--- src/rtl/sketch_hot_page_filter.sv ---
// sketch_hot_page_filter: threshold filter with dedup table and show-ahead candidate FIFO; HOT_FILTER_STATS_EN adds cand_cnt/dedup_cnt.
module sketch_hot_page_filter #(
    parameter int ADDR_WIDTH_FULL = 12,
    parameter int DATA_WIDTH      = 32,
    parameter int FIFO_DEPTH      = 8,
    parameter int DEDUP_ENTRIES   = 4
) (
    input  logic                           clk,
    input  logic                           rst,
    input  logic [DATA_WIDTH-1:0]          rd_data_in,
    input  logic [ADDR_WIDTH_FULL-1:0]     rd_addr_in,
    input  logic                           rd_data_valid_in,
    input  logic [DATA_WIDTH-1:0]          threshold,
    input  logic                           dedup_clr,
    output logic [ADDR_WIDTH_FULL-1:0]     hot_addr,
    output logic [DATA_WIDTH-1:0]          hot_cnt,
    output logic                           hot_valid,
    input  logic                           hot_ready,
    output logic [$clog2(FIFO_DEPTH):0]    fifo_level,
    output logic [15:0]                    drop_cnt
`ifdef HOT_FILTER_STATS_EN
    ,
    output logic [31:0]                    cand_cnt,
    output logic [15:0]                    dedup_cnt
`endif
);
    localparam int AW = $clog2(FIFO_DEPTH);
    localparam int LW = AW + 1;
    localparam int PW = (DEDUP_ENTRIES > 1) ? $clog2(DEDUP_ENTRIES) : 1;

    logic                       s1_valid_q, s1_valid_d;
    logic [ADDR_WIDTH_FULL-1:0] s1_addr_q, s1_addr_d;
    logic [DATA_WIDTH-1:0]      s1_cnt_q, s1_cnt_d;
    logic [ADDR_WIDTH_FULL-1:0] tbl_addr_q [DEDUP_ENTRIES];
    logic [ADDR_WIDTH_FULL-1:0] tbl_addr_d [DEDUP_ENTRIES];
    logic [DEDUP_ENTRIES-1:0]   tbl_vld_q, tbl_vld_d;
    logic [PW-1:0]              ptr_q, ptr_d;
    logic [ADDR_WIDTH_FULL-1:0] mem_addr_q [FIFO_DEPTH];
    logic [ADDR_WIDTH_FULL-1:0] mem_addr_d [FIFO_DEPTH];
    logic [DATA_WIDTH-1:0]      mem_cnt_q [FIFO_DEPTH];
    logic [DATA_WIDTH-1:0]      mem_cnt_d [FIFO_DEPTH];
    logic [AW-1:0]              rd_ptr_q, rd_ptr_d, wr_ptr_q, wr_ptr_d;
    logic [LW-1:0]              level_q, level_d;
    logic [15:0]                drop_cnt_q, drop_cnt_d;
    logic                       hit, push, pop, wr;

    assign hot_valid  = level_q != '0;
    assign hot_addr   = hot_valid ? mem_addr_q[rd_ptr_q] : '0;
    assign hot_cnt    = hot_valid ? mem_cnt_q[rd_ptr_q] : '0;
    assign fifo_level = level_q;
    assign drop_cnt   = drop_cnt_q;

    always_comb begin
        hit = 1'b0;
        for (int i = 0; i < DEDUP_ENTRIES; i++)
            hit = hit | (tbl_vld_q[i] && tbl_addr_q[i] == s1_addr_q);
        push = s1_valid_q && !hit;
        pop  = hot_valid && hot_ready;
        wr   = push && (level_q < LW'(FIFO_DEPTH) || pop);
        s1_valid_d = rd_data_valid_in && threshold != '0 && rd_data_in >= threshold;
        s1_addr_d  = rd_addr_in;
        s1_cnt_d   = rd_data_in;
        mem_addr_d = mem_addr_q;
        mem_cnt_d  = mem_cnt_q;
        if (wr) begin
            mem_addr_d[wr_ptr_q] = s1_addr_q;
            mem_cnt_d[wr_ptr_q]  = s1_cnt_q;
        end
        wr_ptr_d   = wr ? wr_ptr_q + AW'(1) : wr_ptr_q;
        rd_ptr_d   = pop ? rd_ptr_q + AW'(1) : rd_ptr_q;
        level_d    = level_q + LW'(wr) - LW'(pop);
        drop_cnt_d = (push && !wr && drop_cnt_q != 16'hFFFF) ? drop_cnt_q + 16'd1 : drop_cnt_q;
        tbl_addr_d = tbl_addr_q;
        tbl_vld_d  = tbl_vld_q;
        ptr_d      = ptr_q;
        if (wr) begin
            tbl_addr_d[ptr_q] = s1_addr_q;
            tbl_vld_d[ptr_q]  = 1'b1;
            ptr_d = (ptr_q == PW'(DEDUP_ENTRIES - 1)) ? '0 : ptr_q + PW'(1);
        end
        // Clear overrides a same-cycle insertion; the lookup above already used the old table.
        if (dedup_clr) begin
            tbl_vld_d = '0;
            ptr_d     = '0;
        end
    end

    always_ff @(posedge clk) begin
        if (rst) begin
            s1_valid_q <= 1'b0;
            tbl_vld_q  <= '0;
            ptr_q      <= '0;
            rd_ptr_q   <= '0;
            wr_ptr_q   <= '0;
            level_q    <= '0;
            drop_cnt_q <= '0;
        end else begin
            s1_valid_q <= s1_valid_d;
            tbl_vld_q  <= tbl_vld_d;
            ptr_q      <= ptr_d;
            rd_ptr_q   <= rd_ptr_d;
            wr_ptr_q   <= wr_ptr_d;
            level_q    <= level_d;
            drop_cnt_q <= drop_cnt_d;
        end
    end

    always_ff @(posedge clk) begin
        s1_addr_q  <= s1_addr_d;
        s1_cnt_q   <= s1_cnt_d;
        tbl_addr_q <= tbl_addr_d;
        mem_addr_q <= mem_addr_d;
        mem_cnt_q  <= mem_cnt_d;
    end

`ifdef HOT_FILTER_STATS_EN
    logic [31:0] cand_cnt_q, cand_cnt_d;
    logic [15:0] dedup_cnt_q, dedup_cnt_d;

    assign cand_cnt  = cand_cnt_q;
    assign dedup_cnt = dedup_cnt_q;

    always_comb begin
        cand_cnt_d  = s1_valid_q ? cand_cnt_q + 32'd1 : cand_cnt_q;
        dedup_cnt_d = (s1_valid_q && hit && dedup_cnt_q != 16'hFFFF) ? dedup_cnt_q + 16'd1 : dedup_cnt_q;
    end

    always_ff @(posedge clk) begin
        if (rst) begin
            cand_cnt_q  <= '0;
            dedup_cnt_q <= '0;
        end else begin
            cand_cnt_q  <= cand_cnt_d;
            dedup_cnt_q <= dedup_cnt_d;
        end
    end
`endif
endmodule

--- config.mk ---
export PLATFORM = sky130hd
export DESIGN_NAME = sketch_hot_page_filter
export DESIGN_NICKNAME = d
export VERILOG_FILES = /design/src/rtl/sketch_hot_page_filter.sv
export SDC_FILE = /design/constraint.sdc
export NUM_CORES = 1
export LEC_CHECK = 0
export ABC_CLOCK_PERIOD_IN_PS = 6550
export CAP_MARGIN = 20
export CORE_ASPECT_RATIO = 1.5
export CORE_MARGIN = 2
export CORE_UTILIZATION = 45
export DETAILED_ROUTE_END_ITERATION = 12
export GPL_TIMING_DRIVEN = 0
export PLACE_DENSITY = 0.63
export REMOVE_ABC_BUFFERS = 1
export SLEW_MARGIN = 25
export SYNTH_ARGS = -nofsm -noshare
export SYNTH_HDL_FRONTEND = slang
export SYNTH_SLANG_ARGS = --single-unit
--- constraint.sdc ---
create_clock -name clk -period 6.55 [get_ports clk]
set_input_delay 0.9825 -clock clk [delete_from_list [all_inputs] [get_ports clk]]
set_output_delay 0.9825 -clock clk [all_outputs]
set_load 0.05 [all_outputs]
==> results of run 1 <==
-- Yosys cell counts (all sizes together) (5+ instances only) --
| library cell | count |
|---|---|
| nor4 | 15 |
| nand2 | 16 |
| inv | 49 |
| nand3 | 13 |
| a21o | 11 |
| nor2 | 78 |
| clkbuf | 19 |
| mux2i | 48 |
| edfxtp | 400 |
| dfxtp | 77 |
| and2 | 6 |
| xnor2 | 58 |
| buf | 31 |
| nor3 | 10 |
| ha | 44 |
| a21oi | 18 |
| nand4 | 18 |
| nor3b | 5 |
| o21ai | 8 |
| mux4 | 88 |
-- layout by cell type, fill, tap and decap left out, types with 11 or more instances in the layout --
cell type / Yosys / final
buf_6: 7 / 11
nor2_1: 77 / 75
nand2_1: 16 / 16
xnor2_1: 51 / 51
nor4_1: 15 / 14
buf_4: 1 / 42
edfxtp_1: 400 / 400
dfxtp_1: 77 / 74
ha_1: 44 / 44
clkbuf_16: 0 / 49
clkbuf_1: 18 / 12
a21oi_1: 18 / 18
mux4_2: 88 / 88
inv_1: 49 / 49
nand3_1: 12 / 12
a21o_1: 11 / 11
clkinv_1: 0 / 11
clkdlybuf4s50_1: 0 / 144
mux2i_1: 48 / 48
nand4_1: 18 / 18
-- power groups by stage --
stage          registers [mW]  clock network, mW  logic [mW]
4_1_cts                  3.44               2.66        2.24
3_5_place_dp             3.51                  0        2.24
6_report                 3.44               2.60        2.20
2_1_floorplan            3.62                  0        1.39
3_3_place_gp             3.68                  0        2.12
5_1_grt                  3.45               2.77        2.33
-- critical path, stage by stage, from the launching register on --
cell and delay (ns):
dfxtp_1 0.81, xnor2_1 0.16, nand3_1 0.13, nor4_1 0.10, nor3_1 0.54, and3_1 0.65, nand2b_1 0.33, nor3b_2 0.81
buf_6 0.25, buf_6 0.16, buf_6 0.15, buf_4 0.16, buf_4 0.17, buf_4 0.16
-- routing by layer --
metal / up-vias / global-route usage
met5: - / 0
met4: 2 / 0.0576
met3: 75 / 0.0275
met2: 221 / 0.331
met1: 5011 / 0.242
li1: 4492 / -
-- kinds of logic (layout without fill, tap and decap cells) --
kind of cell / count (synthesis) / after routing / share of synthesized area
flops: 477 / 477 / 0.718
simple gates: 180 / 180 / 0.0477
mux: 138 / 138 / 0.132
buf+inv: 99 / 345 / 0.0236
xor+xnor: 60 / 60 / 0.0306
compound gates: 52 / 52 / 0.0177
fa+ha+maj: 45 / 45 / 0.0302
-- final cells by class --
cell class	count	area, um2	share of cell area
Tap cell	558	698	0.0303
Clock inverter	21	170	0.00738
Timing Repair Buffer	210	2190	0.0948
Inverter	49	184	0.00798
Sequential cell	477	13600	0.588
Clock buffer	65	1330	0.0575
Multi-Input combinational cell	475	4920	0.214
-- state kept, by name (all words and copies together), names as in the netlist --
name	flops
tbl_vld_q	4
tbl_addr_q	48
ptr_q	2
s1_valid_q	1
s1_cnt_q	32
drop_cnt	16
fifo_level	4
s1_addr_q	12
wr_ptr_q	3
mem_cnt_q	256
rd_ptr_q	3
mem_addr_q	96
-- final timing paths --
path / start / endpoint / slack, ns / cells after the start
setup / recovery: s1_addr_q[4]$_DFF_P_ / mem_cnt_q[188]$_DFFE_PP_ / 1.64 / 13
hold / removal: tbl_vld_q[1]$_SDFFE_PP0P_ / tbl_vld_q[1]$_SDFFE_PP0P_ / 0.48 / 2
setup reg to reg: s1_addr_q[4]$_DFF_P_ / mem_cnt_q[188]$_DFFE_PP_ / 1.64 / 13
hold reg to reg: tbl_vld_q[1]$_SDFFE_PP0P_ / tbl_vld_q[1]$_SDFFE_PP0P_ / 0.48 / 2
==> results.yml, run 1 <==
finish:
  final_util: 0.559
  area_delta_synth_final_pct: 22.2
  antennaDiodeCount: 0
  final_nets: 1385
  drive_above_1_share: 0.190
  layout.cells.non_filler: 1855
  fin_area_um2: 23100
  fill_cells: 3301
clock_tree:
  cts_htree_levels: 2
  cts_hold_buf: 0
  cts_root_buf: "clkbuf_16"
  cts_made_buffers: 46
  post_cts_resize_count: 0
  clk_pin_slew_ns: 0.06
  clockBufferDepth: 3
  cts_sinks: 477
  clk_latency_ns: 0.56
  post_cts_buffers: 0
  cts_tree: "done"
timing:
  worst_slew_pin_slew_ns: 0.891
  hold_viol: 0
  rsz0062_at_grt: "no"
  slew_violations: 0
  whs_ns: 0.480
  setup_viol: 0
  setup-tns-final_ns: 0
  fin_ws_ns: 1.64
  fin_crit_ns: 4.91
  fmax_mhz: 204
  post-route-period-util: 0.750
  skew_ns: 0.0171
  relSlewSlack: 0.403
worst_setup_path:
  end_kind: "register"
  startpoint_type: "register"
  cp.arrival_ns: 5.17
  worst-setup-path-type: "register to register"
  cp.required_ns: 6.81
  cp_max_fo: 16
logic_synthesis:
  ys_warn_count: 0
  synth_area_per_cell_um2: 18.0
  netlist.area_leader.share: 0.637
  synthArstFlopShare: 0
  synth_seq_area_share: 0.718
  synth_cell_type_count: 53
  synth-edff-count: 400
  synth_flop_cell: "edfxtp_1"
  synth_cells: 1051
  syn_area_um2: 18900
  synth-seq-cells: 477
  synth.largest_area_cell: "edfxtp_1"
  synth_area_leaders: "edfxtp_1, mux4_2, dfxtp_1, ha_1, mux2i_1"
floorplanning:
  die_y_um: 255
  row_count: 91
  io_pins: 146
  die_x_um: 171
  die_area_um2: 43600
  initial_utilization: 0.458
  core_um2: 41200
placement:
  dpl-instance-area_um2: 21600
  dp_cells: 1769
  port_buffers: 145
  gp_congestion: 0.771
  dp_hpwl_mm: 28.0
  place_ws_ns: 1.34
drt:
  routed.top_layer: "met5"
  wl_met2_mm: 20.5
  drc: 0
  drt_iter0_drc: 693
  vias_per_cell: 5.28
  drt-met1-wl_mm: 16.6
  drt-total-wl_mm: 39.9
  dr.pass1.iters: 5
  wl_met3_mm: 1.68
  avgRoutedWirePerCell_um: 21.5
  postRouteAntennaNets: 0
  dr_total_vias: 9801
power_and_ir_drop:
  p_switching_mw: 2.46
  p_total_mw: 8.23
  swShare: 0.298
  peakVddDrop_mv: 0.227
  power_leakage_nw: 7.66
  seq_power_share: 0.418
  clock_power_share: 0.316
  pwr-share-comb: 0.267
  power_density_nw_per_um2: 357
  internal_power_mw: 5.78
global_route:
  grt_max_degree: 43
  grt_pass1_vias: 10100
  antenna_found_initial: 3
  grt.overflow.total: 0
  grtUsageTotal: 0.188
  grt_pass1_wl_mm: 60.6
flow_run:
  maxCapViolCount: 0
run_status:
  status: "completed"
worst_hold_path:
  worstHoldPathType: "register to register"
Note: power is estimated with default switching activity, not from simulation.
==> inputs of run 2 (changes only) <==
--- a/config.mk
+++ b/config.mk
@@ -5,14 +5,14 @@
 export SDC_FILE = /design/constraint.sdc
 export NUM_CORES = 1
 export LEC_CHECK = 0
-export ABC_CLOCK_PERIOD_IN_PS = 6550
+export ABC_CLOCK_PERIOD_IN_PS = 4300
 export CAP_MARGIN = 20
 export CORE_ASPECT_RATIO = 1.5
 export CORE_MARGIN = 2
 export CORE_UTILIZATION = 45
 export DETAILED_ROUTE_END_ITERATION = 12
 export GPL_TIMING_DRIVEN = 0
-export PLACE_DENSITY = 0.63
+export PLACE_DENSITY = 0.66
 export REMOVE_ABC_BUFFERS = 1
 export SLEW_MARGIN = 25
 export SYNTH_ARGS = -nofsm -noshare
==> constraint.sdc (replaced) <==
create_clock -name clk -period 4.3 [get_ports clk]
set_input_delay 0.645 -clock clk [delete_from_list [all_inputs] [get_ports clk]]
set_output_delay 0.645 -clock clk [all_outputs]
set_load 0.05 [all_outputs]
==> run 2 against run 1 <==
Wire length down 0.36%. Register-to-register slack worse by 1.3 ns. Cell area about the same. Via count up 0.18%. Combinational power up 54%. Core utilization about the same. Die area unchanged. Non-clock buffer count down 5. Critical path depth unchanged. Power up 53%. Maximum frequency up 23%. Critical path type unchanged. Clock-buffer cell count down 6.
==> results.yml, run 2 (synthesis gave the netlist of run 1 again) <==
finish:
  antennaDiodeCount: 0
  mostFrequentLayoutCell: "edfxtp_1"
  area_delta_synth_final_pct: 22.1
  reg.largest.list: "mem_cnt_q (256), mem_addr_q (96), tbl_addr_q (48)"
  drive_above_1_share: 0.200
  mostFrequentLayoutCells: "edfxtp_1, clkdlybuf4s50_1, mux4_2"
  final_nets: 1380
  top_register: "mem_cnt_q"
  fin_area_um2: 23000
  fill_cells: 3244
  largest_reg_flops: 256
worst_setup_path:
  slowest_stage: "dfxtp_2"
  slowest_delay_ns: 0.58
  startpoint_type: "register"
  cp.required_ns: 4.56
  end_kind: "register"
  worst-setup-path-type: "register to register"
  cp_common_cell: "buf_4"
  cp_top_family: "simple AND/OR/NAND/NOR gates"
  cp.arrival_ns: 4.26
  critPathBufInv: 6
  cp_max_fo: 16
  path_cells: "xnor2_1 > nand3_1 > nor4_1 > nor3_1 > and3_2 > nand2b_1 > nor3_2 > buf_4 > buf_4 > buf_6 > buf_4 > buf_6 > buf_4"
run_status:
  status: "completed"
global_route:
  grt_pass1_wl_mm: 60.6
  grt_max_degree: 45
  antenna_found_initial: 2
  grt.overflow.total: 0
  grt_pass1_vias: 10200
  grtUsageTotal: 0.187
drt:
  dr_total_vias: 9819
  drt_iter0_drc: 665
  vias_per_cell: 5.32
  postRouteAntennaNets: 0
  dr.pass1.iters: 4
  drc: 0
  avgRoutedWirePerCell_um: 21.5
  drt-total-wl_mm: 39.7
timing:
  fin_ws_ns: 0.296
  fmax_mhz: 250
  setup-tns-final_ns: 0
  worst_slew_pin_slew_ns: 0.779
  rsz0062_at_grt: "no"
  relSlewSlack: 0.477
  fin_crit_ns: 4.00
  skew_ns: 0.0153
  hold_viol: 0
  slew_violations: 0
  setup_viol: 0
  post-route-period-util: 0.931
  whs_ns: 0.475
power_and_ir_drop:
  power_density_nw_per_um2: 548
  power_leakage_nw: 7.63
  p_total_mw: 12.6
  peakVddDrop_mv: 0.294
worst_hold_path:
  worstHoldPathType: "register to register"
placement:
  dp_hpwl_mm: 27.4
  port_buffers: 145
  gp_congestion: 0.772
  dpl-instance-area_um2: 21500
  place_ws_ns: -0.422
clock_tree:
  clk_pin_slew_ns: 0.07
  cts_tree: "done"
  cts_sinks: 477
  post_cts_buffers: 0
  clockBufferDepth: 3
  cts_root_buf: "clkbuf_16"
  cts_htree_levels: 2
  clk_latency_ns: 0.56
  cts_made_buffers: 46
floorplanning:
  io_pins: 146
  die_y_um: 255
  die_area_um2: 43600
  die_x_um: 171
  core_um2: 41200
  initial_utilization: 0.458
  row_count: 91
flow_run:
  maxCapViolCount: 0
-- run 2: final timing paths --
| check | end | slack, ns | from | depth (start not counted) |
|---|---|---|---|---|
| worst max-delay path | mem_cnt_q[227]$_DFFE_PP_ | 0.30 | s1_addr_q[4]$_DFF_P_ | 13 |
| worst min-delay path | tbl_vld_q[3]$_SDFFE_PP0P_ | 0.47 | tbl_vld_q[3]$_SDFFE_PP0P_ | 1 |
| worst max register to register | mem_cnt_q[227]$_DFFE_PP_ | 0.30 | s1_addr_q[4]$_DFF_P_ | 13 |
| worst min register to register | tbl_vld_q[3]$_SDFFE_PP0P_ | 0.47 | tbl_vld_q[3]$_SDFFE_PP0P_ | 1 |
-- run 2: stage by stage --
step	instances	utilization
floorplan	1001	-
global placement	1704	0.504
detailed placement	1764	0.522
CTS	1847	0.559
global route	1847	0.559
finish	1847	0.559
-- run 2: final cells by class --
cell class	instances	area, um2	share of cell area
sequential	477	13600	0.589
multi-input combinational	475	4930	0.214
timing repair buffer	205	2130	0.0923
clock buffer	59	1260	0.0548
tap	558	698	0.0303
clock inverter	24	256	0.0111
inverter	49	184	0.00798
-- run 2: where the power goes --
| part | internal [mW] | switching [mW] | total (mW) |
|---|---|---|---|
| logic | 1.40 | 1.99 | 3.39 |
| registers | 5.08 | 0.112 | 5.19 |
| clock network | 2.38 | 1.67 | 4.05 |
-- run 2: what timing repair did --
item / CTS / global route
endpoints found under the setup margin: 42 / 31
resized for setup: 9 / 5
hold buffers: 0 / 0
-- run 2: routing by layer --
layer  up-vias  routed length [um]  part of all wire  GRT usage
li1       4469                   -                 -          -
met1      5033               16700              0.42      0.244
met2       248               20100              0.51      0.319
met3        65                1900             0.048     0.0346
met4         4                1080             0.027     0.0600
met5         -                  16           0.00040          0
